<file path="src/rtl/cpu_run_pkg.sv">
// Shared types for the CPU run-control monitor: run outcome codes, FSM states
// and the stall-counter sizing rule.
package cpu_run_pkg;

  typedef enum logic [1:0] {
    ST_NONE    = 2'd0,
    ST_HALTED  = 2'd1,
    ST_STALL   = 2'd2,
    ST_TIMEOUT = 2'd3
  } run_status_t;

  typedef enum logic [1:0] {
    S_IDLE = 2'd0,
    S_RUN  = 2'd1,
    S_DONE = 2'd2
  } run_state_t;

  // A limit of 0 (detection off) or 1 still needs a one-bit counter.
  function automatic int stall_cnt_width(input int limit);
    return (limit <= 1) ? 1 : $clog2(limit + 1);
  endfunction

endpackage

</file>
<file path="src/rtl/run_stall_detector.sv">
// Per-core stall detector: remembers the last PC seen and counts consecutive
// running cycles on which it did not change; flags the edge the count hits the limit.
module run_stall_detector #(
  parameter int PC_WIDTH    = 64,
  parameter int STALL_LIMIT = 16
) (
  input  logic                clk,
  input  logic                reset,
  input  logic                clear,
  input  logic                enable,
  input  logic                halted,
  input  logic [PC_WIDTH-1:0] pc,
  output logic                stall
);
  import cpu_run_pkg::*;

  localparam int            CW    = stall_cnt_width(STALL_LIMIT);
  localparam logic [CW-1:0] LIMIT = CW'(STALL_LIMIT);

  logic [PC_WIDTH-1:0] prev_pc_q, prev_pc_d;
  logic [CW-1:0]       cnt_q, cnt_d;

  // NOTE: every variable driven here gets a default first, so no path leaves it
  // unassigned and no latch is inferred.
  always_comb begin
    prev_pc_d = prev_pc_q;
    cnt_d     = cnt_q;
    if (clear) begin
      prev_pc_d = pc;
      cnt_d     = '0;
    end else if (enable) begin
      prev_pc_d = pc;
      if (halted || (pc != prev_pc_q)) begin
        cnt_d = '0;
      end else if (cnt_q != LIMIT) begin
        cnt_d = cnt_q + CW'(1);
      end
    end
  end

  // The flag looks at the next count so the run ends on the very edge the limit is reached.
  assign stall = (STALL_LIMIT != 0) && enable && !clear && (cnt_d == LIMIT);

  // NOTE: state registers use non-blocking assignments so every flop samples
  // pre-edge values regardless of process ordering.
  always_ff @(posedge clk or posedge reset) begin
    if (reset) begin
      prev_pc_q <= '0;
      cnt_q     <= '0;
    end else begin
      prev_pc_q <= prev_pc_d;
      cnt_q     <= cnt_d;
    end
  end

endmodule

</file>
<file path="src/rtl/cpu_run_monitor.sv">
// Run-control monitor: after a start pulse counts cycles and ends the run when all
// cores halt, any core's PC stalls, or the cycle budget runs out; reports the outcome.
module cpu_run_monitor #(
  parameter int NUM_CORES   = 1,
  parameter int PC_WIDTH    = 64,
  parameter int MAX_CYCLES  = 200,
  parameter int STALL_LIMIT = 16,
  parameter int CNT_WIDTH   = 32
) (
  input  logic                          clk,
  input  logic                          reset,
  input  logic                          start,
  input  logic [NUM_CORES-1:0]          halted,
  input  logic [NUM_CORES*PC_WIDTH-1:0] pc,
  output logic                          busy,
  output logic                          done,
  output logic [1:0]                    status,
  output logic [CNT_WIDTH-1:0]          cycle_count,
  output logic [$clog2(NUM_CORES):0]    fault_core,
  output logic [PC_WIDTH-1:0]           fault_pc
);
  import cpu_run_pkg::*;

  localparam int                   FCW   = $clog2(NUM_CORES) + 1;
  localparam logic [CNT_WIDTH-1:0] MAX_C = CNT_WIDTH'(MAX_CYCLES);

  run_state_t           state_q, state_d;
  run_status_t          status_q, status_d, term_status;
  logic [CNT_WIDTH-1:0] count_q, count_d, count_next;
  logic [FCW-1:0]       fcore_q, fcore_d, sel_core;
  logic [PC_WIDTH-1:0]  fpc_q, fpc_d, sel_pc;
  logic                 busy_q, done_q;

  logic                 start_fire, running;
  logic [NUM_CORES-1:0] stall;
  logic [PC_WIDTH-1:0]  pc_arr [NUM_CORES];

  assign running    = (state_q == S_RUN);
  assign start_fire = start && !running;

  for (genvar g = 0; g < NUM_CORES; g++) begin : g_core
    assign pc_arr[g] = pc[g*PC_WIDTH +: PC_WIDTH];

    run_stall_detector #(
      .PC_WIDTH    (PC_WIDTH),
      .STALL_LIMIT (STALL_LIMIT)
    ) u_stall (
      .clk    (clk),
      .reset  (reset),
      .clear  (start_fire),
      .enable (running),
      .halted (halted[g]),
      .pc     (pc_arr[g]),
      .stall  (stall[g])
    );
  end

  // Saturating increment; the budget check below normally ends the run first.
  assign count_next = (count_q == '1) ? count_q : count_q + CNT_WIDTH'(1);

  always_comb begin
    term_status = ST_NONE;
    if (&halted) begin
      term_status = ST_HALTED;
    end else if (|stall) begin
      term_status = ST_STALL;
    end else if (count_next == MAX_C) begin
      term_status = ST_TIMEOUT;
    end

    // Lowest-index stalling core wins; HALTED and TIMEOUT report core 0.
    sel_core = '0;
    sel_pc   = pc_arr[0];
    if (term_status == ST_STALL) begin
      for (int i = NUM_CORES - 1; i >= 0; i--) begin
        if (stall[i]) begin
          sel_core = FCW'(i);
          sel_pc   = pc_arr[i];
        end
      end
    end
  end

  always_comb begin
    state_d  = state_q;
    status_d = status_q;
    count_d  = count_q;
    fcore_d  = fcore_q;
    fpc_d    = fpc_q;

    case (state_q)
      S_IDLE: begin
        if (start) state_d = S_RUN;
      end
      S_RUN: begin
        count_d = count_next;
        if (term_status != ST_NONE) begin
          state_d  = S_DONE;
          status_d = term_status;
          fcore_d  = sel_core;
          fpc_d    = sel_pc;
        end
      end
      S_DONE: begin
        state_d = start ? S_RUN : S_IDLE;
      end
      default: state_d = S_IDLE;
    endcase

    if (start_fire) begin
      count_d  = '0;
      status_d = ST_NONE;
      fcore_d  = '0;
      fpc_d    = '0;
    end
  end

  always_ff @(posedge clk or posedge reset) begin
    if (reset) begin
      state_q  <= S_IDLE;
      status_q <= ST_NONE;
      count_q  <= '0;
      fcore_q  <= '0;
      fpc_q    <= '0;
      busy_q   <= 1'b0;
      done_q   <= 1'b0;
    end else begin
      state_q  <= state_d;
      status_q <= status_d;
      count_q  <= count_d;
      fcore_q  <= fcore_d;
      fpc_q    <= fpc_d;
      busy_q   <= (state_d == S_RUN);
      done_q   <= (state_d == S_DONE);
    end
  end

  assign busy        = busy_q;
  assign done        = done_q;
  assign status      = status_q;
  assign cycle_count = count_q;
  assign fault_core  = fcore_q;
  assign fault_pc    = fpc_q;

endmodule
</file>
<file path="config.mk">
export PLATFORM = sky130hd
export DESIGN_NAME = cpu_run_monitor
export DESIGN_NICKNAME = d
export VERILOG_FILES = /design/src/rtl/cpu_run_pkg.sv /design/src/rtl/run_stall_detector.sv /design/src/rtl/cpu_run_monitor.sv
export SDC_FILE = /design/constraint.sdc
export NUM_CORES = 1
export LEC_CHECK = 0
export CAP_MARGIN = 20
export CORE_ASPECT_RATIO = 0.9
export CORE_MARGIN = 3
export CORE_UTILIZATION = 55
export CTS_CLUSTER_SIZE = 40
export DETAILED_ROUTE_END_ITERATION = 10
export HOLD_SLACK_MARGIN = 0.15
export PLACE_DENSITY = 0.88
export SYNTH_ARGS = -nofsm -noshare
export SYNTH_HDL_FRONTEND = slang
export SYNTH_SLANG_ARGS = --single-unit
</file>
<file path="constraint.sdc">
create_clock -name clk -period 12.62 [get_ports clk]
set_input_delay 2.524 -clock clk [delete_from_list [all_inputs] [get_ports clk]]
set_output_delay 2.524 -clock clk [all_outputs]
set_load 0.005 [all_outputs]
</file>
==> results.json, run 1 <==
{
  "irDropWorstVdd_uv": 100,
  "dr_wl_met2_mm": 11.1,
  "port_buffers": 167,
  "leakage_nw": 4.76,
  "wl_per_cell_um": 19.0,
  "place.gp.congestion": 0.923,
  "final.setup.tns_ns": 0,
  "synthAdderAreaFrac_pct": 0.443,
  "syn_area_per_cell_um2": 9.48,
  "hold_start": "g_core[0].u_stall.prev_pc_q[26]",
  "drt-vias-per-instance": 6.04,
  "dp_hpwl_mm": 16.0,
  "drt_wl_total_mm": 23.6,
  "met1_length_mm": 10.1,
  "slew_viol_final": 0,
  "cts_tree": "yes",
  "final_util_pct": 72.5,
  "topRoutingLayerUsed": "met4",
  "status": "complete, no violations",
  "nNetsFinal": 1104,
  "cts_resized": 0,
  "layout_commonest_cell": "nand2_1",
  "cp-end-kind": "flip-flop",
  "grt_max_degree": 92,
  "yosys.area_share.simple_pct": 21.5,
  "die_w_um": 137,
  "finalHoldViolations": 0,
  "drc": 0,
  "setup.worst_path.start": "pc[45]",
  "start_util_pct": 56.8,
  "grt_setup_unrepaired": "no",
  "post_cts_buffers": 0,
  "worstPathArrival_ns": 6.07,
  "drtPass1Iterations": 5,
  "finalSetupViolations": 0,
  "clock-sinks": 171,
  "synth_edf_count": 0,
  "htreeDepth": 4,
  "root_buffer": "clkbuf_16",
  "synth-seq-cells": 171,
  "die_h_um": 124,
  "stdcell_area_mm2": 0.0108,
  "row_count": 42,
  "drv_cap": 0,
  "synth_cells": 894,
  "synth_top_family_by_area": "simple AND/OR/NAND/NOR gates",
  "crit_path_end": "fault_pc[56]",
  "wl_met3_mm": 1.99,
  "period_needed_ns": 5.75,
  "reg2reg_depth": 10,
  "drtAntennaViolNets": 0,
  "r2r-end": "fault_pc[56]",
  "placed_cell_area_mm2": 0.0102,
  "fillers": 1100,
  "n_antenna_cell": 0,
  "synthArstFlopShare_pct": 100,
  "synth_seq_area_share_pct": 50.5,
  "grt_pass1_vias": 7107,
  "drive_gt1_share_pct": 5.83,
  "num_io_pins": 169,
  "synthXorXnorAreaFrac_pct": 7.33,
  "critPathLaunchType": "primary input",
  "fin_crit_sh_pct": 45.6,
  "cts_buffers": 17,
  "crit_fanout": 64,
  "hold_slack_ns": 0.487,
  "antenna_found_initial": 0,
  "drt_iter0_drc": 731,
  "powerDensity_mw_per_mm2": 140,
  "mostFrequentLayoutCells": "nand2_1, dfrtp_1, clkdlybuf4s50_1, a22o_1, xor2_1",
  "die-area_mm2": 0.0169,
  "vias": 7516,
  "totalPowerFinal_w": 0.00152,
  "clock_skew_ns": 0.0141,
  "grt_pass1_wl_mm": 37.3,
  "ys_warn_count": 0,
  "syn-num-nets": 965,
  "tightest_slew_ns": 0.883,
  "cp.required_ns": 12.93,
  "max_freq_ghz": 0.174,
  "regToRegStartpoint": "cycle_count[0]",
  "ctsLongestPathBuffers": 2,
  "slew_headroom_pct": 41.1,
  "min_path_type": "flip-flop to flip-flop",
  "r2r_slack_ns": 8.15,
  "area_delta_synth_final_pct": 27.5,
  "synth-compound-area-share_pct": 15.9,
  "ctsHoldBuffers": 0,
  "gr-total-overflow": 0,
  "grtUsageTotal_pct": 28.3,
  "clock_latency_ns": 0.44,
  "core-area_mm2": 0.0149,
  "synth_ff_type": "dfrtp_1",
  "synthMuxAreaShare_pct": 0.354,
  "worstSetupPathType": "primary input to flip-flop",
  "syn_area_mm2": 0.00848,
  "yosysUniqueCellTypes": 66,
  "cts.clk_slew.worst_paths_ns": 0.07
}
## synth_stat cells (all sizes together), types with 12 or more instances
cell,n,area (um2)
nand2,239,907
dfrtp,171,4280
a22o,65,569
xor2,59,517
o21ai,51,255
clkbuf,32,121
nor4,28,188
nand4,25,184
nor2,25,93.8
nand3,23,120
buf,22,155
a21oi,17,85.1
inv,16,60.1
xnor2,12,105
## per-layer routing
layer / vias up / GRT usage (%)
met5: - / 0
met4: 0 / 8.73
met3: 42 / 6.79
met2: 362 / 43.5
met1: 3666 / 40.2
li1: 3446 / -
## cells by family after synthesis
| kind of cell | count (synthesis) |
|---|---|
| other | 1 |
| XOR/XNOR | 71 |
| AND/OR/NAND/NOR | 387 |
| multiplexers | 3 |
| AO/OA/AOI/OAI | 188 |
| buffers and inverters | 70 |
| adder cells (fa/ha/maj) | 3 |
| flip-flops | 171 |
## critical path, cell delays in order
cell	delay, ns
clkdlybuf4s50_1	0.49
nor2b_1	0.17
a2111oi_0	0.49
nand4_1	0.15
nor4_1	0.63
nand4_1	0.21
a21oi_1	0.34
a211o_2	0.23
nand2_4	0.36
a22o_1	0.41
## cell type report
cell class / count / area (um2) / area share [%]
inverters: 16 / 65.1 / 0.602
clock inverters: 14 / 150 / 1.39
well taps: 198 / 248 / 2.29
flip-flops and latches: 171 / 4280 / 39.6
multi-input cells: 653 / 3880 / 35.8
repair buffers: 174 / 1760 / 16.2
clock buffers: 18 / 439 / 4.06
## state kept, by name, indices dropped and copies added, names as in the netlist
| name | count |
|---|---|
| busy | 1 |
| cycle_count | 32 |
| done | 1 |
| fault_pc | 64 |
| g_core.u_stall.cnt_q | 5 |
| g_core.u_stall.prev_pc_q | 64 |
| state_q | 2 |
| status | 2 |
## worst min path at each step
| stage | end | slack (ns) | depth (start not counted) |
|---|---|---|---|
| 3_5_place_dp | g_core[0].u_stall.prev_pc_q[27] | 0.48 | 2 |
| 5_1_grt | g_core[0].u_stall.prev_pc_q[13] | 0.52 | 2 |
| 3_3_place_gp | g_core[0].u_stall.prev_pc_q[48] | 0.47 | 2 |
| 6_report | g_core[0].u_stall.prev_pc_q[26] | 0.49 | 2 |
| 4_1_cts | g_core[0].u_stall.prev_pc_q[26] | 0.49 | 2 |
| 2_1_floorplan | g_core[0].u_stall.prev_pc_q[31] | 0.45 | 2 |
## through the flow
| step | std cells | setup WS [ns] |
|---|---|---|
| after detailed placement | 1211 | 6.49 |
| after floorplan | 894 | 5.46 |
| after global placement | 1210 | 6.39 |
| after global routing | 1244 | 6.67 |
| final | 1244 | 6.87 |
| after CTS | 1243 | 6.91 |
## where the power goes
part | leakage [nW] | internal [W] | switching (W)
logic | 2.26 | 0.000157 | 0.000169
clock network | 0.285 | 0.000271 | 0.000249
registers | 2.22 | 0.000616 | 0.0000546
total | 4.76 | 0.00104 | 0.000473
Power figures use the tool's default switching activity.
==> run 2, diff against run 1 <==
CORE_UTILIZATION = 52   (was 55)
PLACE_DENSITY = 0.84   (was 0.88)
clock period = 5.6 ns   (was 12.62 ns; I/O delays follow)
==> run 2 against run 1 <==
First-iteration DRC count grew 6.0%. Sequential power grew 130%. Clock power grew 130%. Critical endpoint is now fault_pc[25]. Cell area shrank 0.17%. Setup slack lost 5.8 ns. Final cell count grew 0.32%. Hold slack is essentially flat. Critical path depth grew 1. Clock skew shrank 0.0022 ns. Sequential share of layout area grew 0.069 points. Wire length shrank 2.5%. Sequential cell count is the same.
==> results.json, run 2 (synthesized netlist as in run 1, its figures left out) <==
{
  "clock_skew_ns": 0.0119,
  "layout_commonest_cell": "nand2_1",
  "crit_fanout": 23,
  "pwr-share-seq_pct": 44.4,
  "switching_power_w": 0.00105,
  "totalPowerFinal_w": 0.00340,
  "power.share.clock_pct": 34.3,
  "cts_buffers": 17,
  "grt_pass1_wl_mm": 37.3,
  "tightest_slew_ns": 0.946,
  "root_buffer": "clkbuf_16",
  "cpMaxStageDelayCell": "and4_1",
  "period_needed_ns": 4.55,
  "path_buf_inv": 1,
  "dp_hpwl_mm": 15.7,
  "gr-total-overflow": 0,
  "ctsLongestPathBuffers": 2,
  "num_io_pins": 169,
  "worstSetupPathType": "flip-flop to flip-flop",
  "drt-vias-per-instance": 5.90,
  "port_buffers": 167,
  "start_util_pct": 54.0,
  "finalHoldViolations": 0,
  "leakage_nw": 4.76,
  "mostFrequentLayoutCells": "nand2_1, dfrtp_1, clkdlybuf4s50_1, a22o_1, xor2_1",
  "place.gp.congestion": 0.915,
  "slew_headroom_pct": 35.3,
  "grt_max_degree": 172,
  "die-area_mm2": 0.0179,
  "cp.required_ns": 5.97,
  "grt_setup_unrepaired": "no",
  "placed_cell_area_mm2": 0.0102,
  "vias": 7367,
  "drt_wl_total_mm": 23.0,
  "critPathLaunchType": "flip-flop",
  "cts.clk_slew.worst_paths_ns": 0.07,
  "finalSetupViolations": 0,
  "sw_frac_of_total_pct": 30.9,
  "drc": 0,
  "final.setup.tns_ns": 0,
  "crit_family": "simple AND/OR/NAND/NOR gates",
  "antenna_found_initial": 0,
  "ctsHoldBuffers": 0,
  "die_w_um": 141,
  "multi_input_area_mm2": 0.00388,
  "nNetsFinal": 1104,
  "max_stage_delay_ns": 0.67,
  "drive_gt1_share_pct": 5.83,
  "post_cts_buffers": 0,
  "p_int_w": 0.00235,
  "min_path_type": "flip-flop to flip-flop",
  "die_h_um": 127,
  "worstPathArrival_ns": 4.92,
  "grt_pass1_vias": 6953,
  "status": "complete, no violations",
  "r2r_slack_ns": 1.05,
  "cts_resized": 0,
  "drv_cap": 0,
  "clock-sinks": 171,
  "worstPathCellList": "ha_1 -> nand2_1 -> nor4_1 -> and4_1 -> nor3_1 -> or3_1 -> a2111oi_2 -> nand3_1 -> nand2_2 -> buf_4 -> a22o_1",
  "htreeDepth": 4,
  "cp-end-kind": "flip-flop",
  "row_count": 43,
  "ff_latch_area_mm2": 0.00428,
  "fillers": 1210,
  "drtPass1Iterations": 5,
  "n_antenna_cell": 0,
  "clock_latency_ns": 0.44,
  "drt_iter0_drc": 775,
  "drtAntennaViolNets": 0,
  "powerDensity_mw_per_mm2": 315,
  "combPwrFrac_pct": 21.4,
  "cts_tree": "yes",
  "stdcell_area_mm2": 0.0108,
  "core-area_mm2": 0.0157,
  "area_delta_synth_final_pct": 27.3,
  "slew_viol_final": 0,
  "irDropWorstVdd_uv": 250,
  "wl_per_cell_um": 18.4,
  "max_freq_ghz": 0.220,
  "grtUsageTotal_pct": 25.9,
  "fin_crit_sh_pct": 81.2
}
==> run 2: cell types whose count changed in the layout (fill, tap and decap cells not counted) <==
cell,delta
clkinv_4,+3
inv_8,-2
clkinvlp_4,-1
buf_4,+1
buf_16,-1
==> run 2: worst reg2reg max path: cells and delay by family, from the launching register on <==
kind	cells	cell delay, ns
buffers and inverters	1	0.36
AOI/OAI and AO/OA	2	0.82
adders and majority gates	1	0.27
and+or+nand+nor	7	2.53
DFF	1	0.50
==> run 2: worst paths after layout <==
check | startpoint | endpoint | cells after the start
min reg2reg | g_core[0].u_stall.prev_pc_q[63] | g_core[0].u_stall.prev_pc_q[63] | 2
min | g_core[0].u_stall.prev_pc_q[63] | g_core[0].u_stall.prev_pc_q[63] | 2
max in group asynchronous | reset | g_core[0].u_stall.prev_pc_q[56] | 3
min in group asynchronous | reset | state_q[0] | 3
max | cycle_count[0] | fault_pc[25] | 11
max reg2reg | cycle_count[0] | fault_pc[25] | 11
==> run 2: power by group through the flow <==
stage | combinational [W] | clock, W | sequential [W]
floorplan | 0.000404 | 0 | 0.00151
CTS | 0.000730 | 0.00118 | 0.00151
global placement | 0.000705 | 0 | 0.00152
global route | 0.000797 | 0.00125 | 0.00153
detailed placement | 0.000725 | 0 | 0.00153
finish | 0.000726 | 0.00117 | 0.00151
==> run 2: stage by stage <==
step | utilization, % | setup slack, ns | hold WS (ns) | cells
2_1_floorplan | - | 2.15 | 0.454 | 894
3_3_place_gp | 65.0 | 0.835 | 0.468 | 1216
3_5_place_dp | 65.0 | 0.771 | 0.476 | 1216
4_1_cts | 68.7 | 1.15 | 0.491 | 1248
5_1_grt | 68.7 | 0.775 | 0.511 | 1248
6_report | 68.7 | 1.05 | 0.487 | 1248
==> run 2: area by class of cell <==
cell class              count  share of cell area, %
flip-flops and latches    171                   39.6
multi-input cells         653                   35.9
repair buffers            174                   16.1
clock buffers              18                   4.07
well taps                 202                   2.34
clock inverters            14                   1.37
inverters                  16                  0.591
==> run 2: layer usage <==
metal  track usage, %  part of all wire, %
met1             38.7                   45
met2             37.5                   45
met3             6.77                  7.9
met4             7.58                  1.9
met5                0                    0
==> run 3, diff against run 2 <==
CORE_UTILIZATION = 47   (was 52)
PLACE_DENSITY = 0.81   (was 0.84)
clock period = 4.11 ns   (was 5.6 ns; I/O delays follow)
==> run 3 against run 2 <==
First-iteration DRC count shrank 27%. Die area increased by 10%. Hold slack about the same. Sequential power rose by 35%. Clock power up 35%. Final cell count grew 4.4%. Sequential cell count is the same. Non-clock buffer count rose by 22. Register-to-register slack got worse by 0.77 ns. Total power up 37%. Largest cell class unchanged.
==> results.json, run 3 (synthesized netlist as in run 1, its figures left out) <==
{
  "mostFrequentLayoutCells": "nand2_1, dfrtp_1, clkdlybuf4s50_1, a22o_1, xor2_1",
  "grt_pass1_wl_mm": 38.7,
  "critPathLaunchType": "flip-flop",
  "core-area_mm2": 0.0173,
  "grtUsageTotal_pct": 24.3,
  "fin_crit_sh_pct": 93.1,
  "setup.worst_path.start": "cycle_count[1]",
  "die-area_mm2": 0.0197,
  "die_w_um": 148,
  "nNetsFinal": 1126,
  "vias": 7461,
  "r2r-end": "fault_pc[27]",
  "dr_wl_met2_mm": 10.7,
  "period_needed_ns": 3.83,
  "cts_buffers": 17,
  "final_util_pct": 63.8,
  "post_cts_buffers": 0,
  "ctsLongestPathBuffers": 2,
  "cts_resized": 0,
  "drt-vias-per-instance": 5.73,
  "cp.required_ns": 4.43,
  "status": "complete, no violations",
  "cts.clk_slew.worst_paths_ns": 0.07,
  "irDropWorstVdd_uv": 315,
  "clock_skew_ns": 0.0130,
  "final.setup.tns_ns": 0,
  "wl_per_cell_um": 18.2,
  "crit_path_end": "fault_pc[27]",
  "area_delta_synth_final_pct": 30.1,
  "r2r_slack_ns": 0.28,
  "worstPathArrival_ns": 4.14,
  "port_buffers": 167,
  "finalSetupViolations": 0,
  "num_io_pins": 169,
  "topRoutingLayerUsed": "met4",
  "n_antenna_cell": 0,
  "hold_start": "g_core[0].u_stall.prev_pc_q[58]",
  "ctsHoldBuffers": 0,
  "cp-end-kind": "flip-flop",
  "gr-total-overflow": 0,
  "root_buffer": "clkbuf_16",
  "grt_max_degree": 80,
  "slew_headroom_pct": 43.3,
  "tightest_slew_ns": 0.850,
  "drtAntennaViolNets": 0,
  "dp_hpwl_mm": 16.7,
  "cts_tree": "yes",
  "htreeDepth": 4,
  "antenna_found_initial": 0,
  "crit_fanout": 64,
  "clock_latency_ns": 0.43,
  "powerDensity_mw_per_mm2": 423,
  "wl_met3_mm": 1.93,
  "reg2reg_depth": 11,
  "layout_commonest_cell": "nand2_1",
  "place.gp.congestion": 0.979,
  "finalHoldViolations": 0,
  "met1_length_mm": 10.7,
  "drive_gt1_share_pct": 7.77,
  "grt_pass1_vias": 7191,
  "die_h_um": 133,
  "leakage_nw": 4.87,
  "min_path_type": "flip-flop to flip-flop",
  "slew_viol_final": 0,
  "drc": 0,
  "regToRegStartpoint": "cycle_count[1]",
  "drt_iter0_drc": 563,
  "drtPass1Iterations": 5,
  "row_count": 45,
  "drv_cap": 0,
  "worstSetupPathType": "flip-flop to flip-flop",
  "drt_wl_total_mm": 23.7,
  "clock-sinks": 171,
  "max_freq_ghz": 0.261,
  "start_util_pct": 49.1,
  "grt_setup_unrepaired": "no"
}
==> run 3: where the power goes <==
group / leakage (nW) / internal (W) / switching, W / total (W)
registers: 2.22 / 0.00189 / 0.000146 / 0.00204
logic: 2.38 / 0.000511 / 0.000538 / 0.00105
clock network: 0.277 / 0.000825 / 0.000754 / 0.00158
total: 4.87 / 0.00323 / 0.00144 / 0.00467
==> run 3: final cells by class <==
| cell class | count | area [um2] |
|---|---|---|
| fill | 1384 | 6250 |
| sequential | 171 | 4280 |
| multi-input combinational | 653 | 3880 |
| timing repair buffer | 196 | 1940 |
| clock buffer | 18 | 439 |
| tap | 235 | 294 |
| clock inverter | 14 | 144 |
| inverter | 16 | 63.8 |
==> run 3: per-stage QoR <==
step | instances | hold slack (ns) | instance area, um2 | power [W] | setup WS, ns
global route | 1303 | 0.511 | 11000 | 0.00489 | 0.0211
floorplan | 894 | 0.454 | 8480 | 0.00261 | 0.953
detailed placement | 1271 | 0.475 | 10500 | 0.00311 | 0.257
CTS | 1303 | 0.491 | 11000 | 0.00469 | 0.423
finish | 1303 | 0.487 | 11000 | 0.00467 | 0.282
global placement | 1271 | 0.469 | 10500 | 0.00308 | 0.328
==> run 3: how the worst min path moves through the flow <==
stage / to / depth (start not counted)
4_1_cts: g_core[0].u_stall.prev_pc_q[44] / 2
2_1_floorplan: g_core[0].u_stall.prev_pc_q[31] / 2
5_1_grt: g_core[0].u_stall.prev_pc_q[44] / 2
6_report: g_core[0].u_stall.prev_pc_q[58] / 2
3_3_place_gp: g_core[0].u_stall.prev_pc_q[1] / 2
3_5_place_dp: g_core[0].u_stall.prev_pc_q[44] / 2
==> run 3: metal layers <==
layer	GRT usage, %	vias to the layer above
met3	6.80	34
met5	0	-
met4	5.80	0
met1	35.6	3616
li1	-	3490
met2	36.0	321
==> run 3: critical path, stage by stage (launching register included) <==
cell and delay (ns):
dfrtp_1 0.46, ha_1 0.26, nand2_1 0.22, or4_1 0.58, a311oi_1 0.51, nand4b_1 0.15, a211oi_1 0.40, and4b_1 0.33
a211o_2 0.20, nand2_4 0.06, buf_12 0.23, a22o_1 0.27
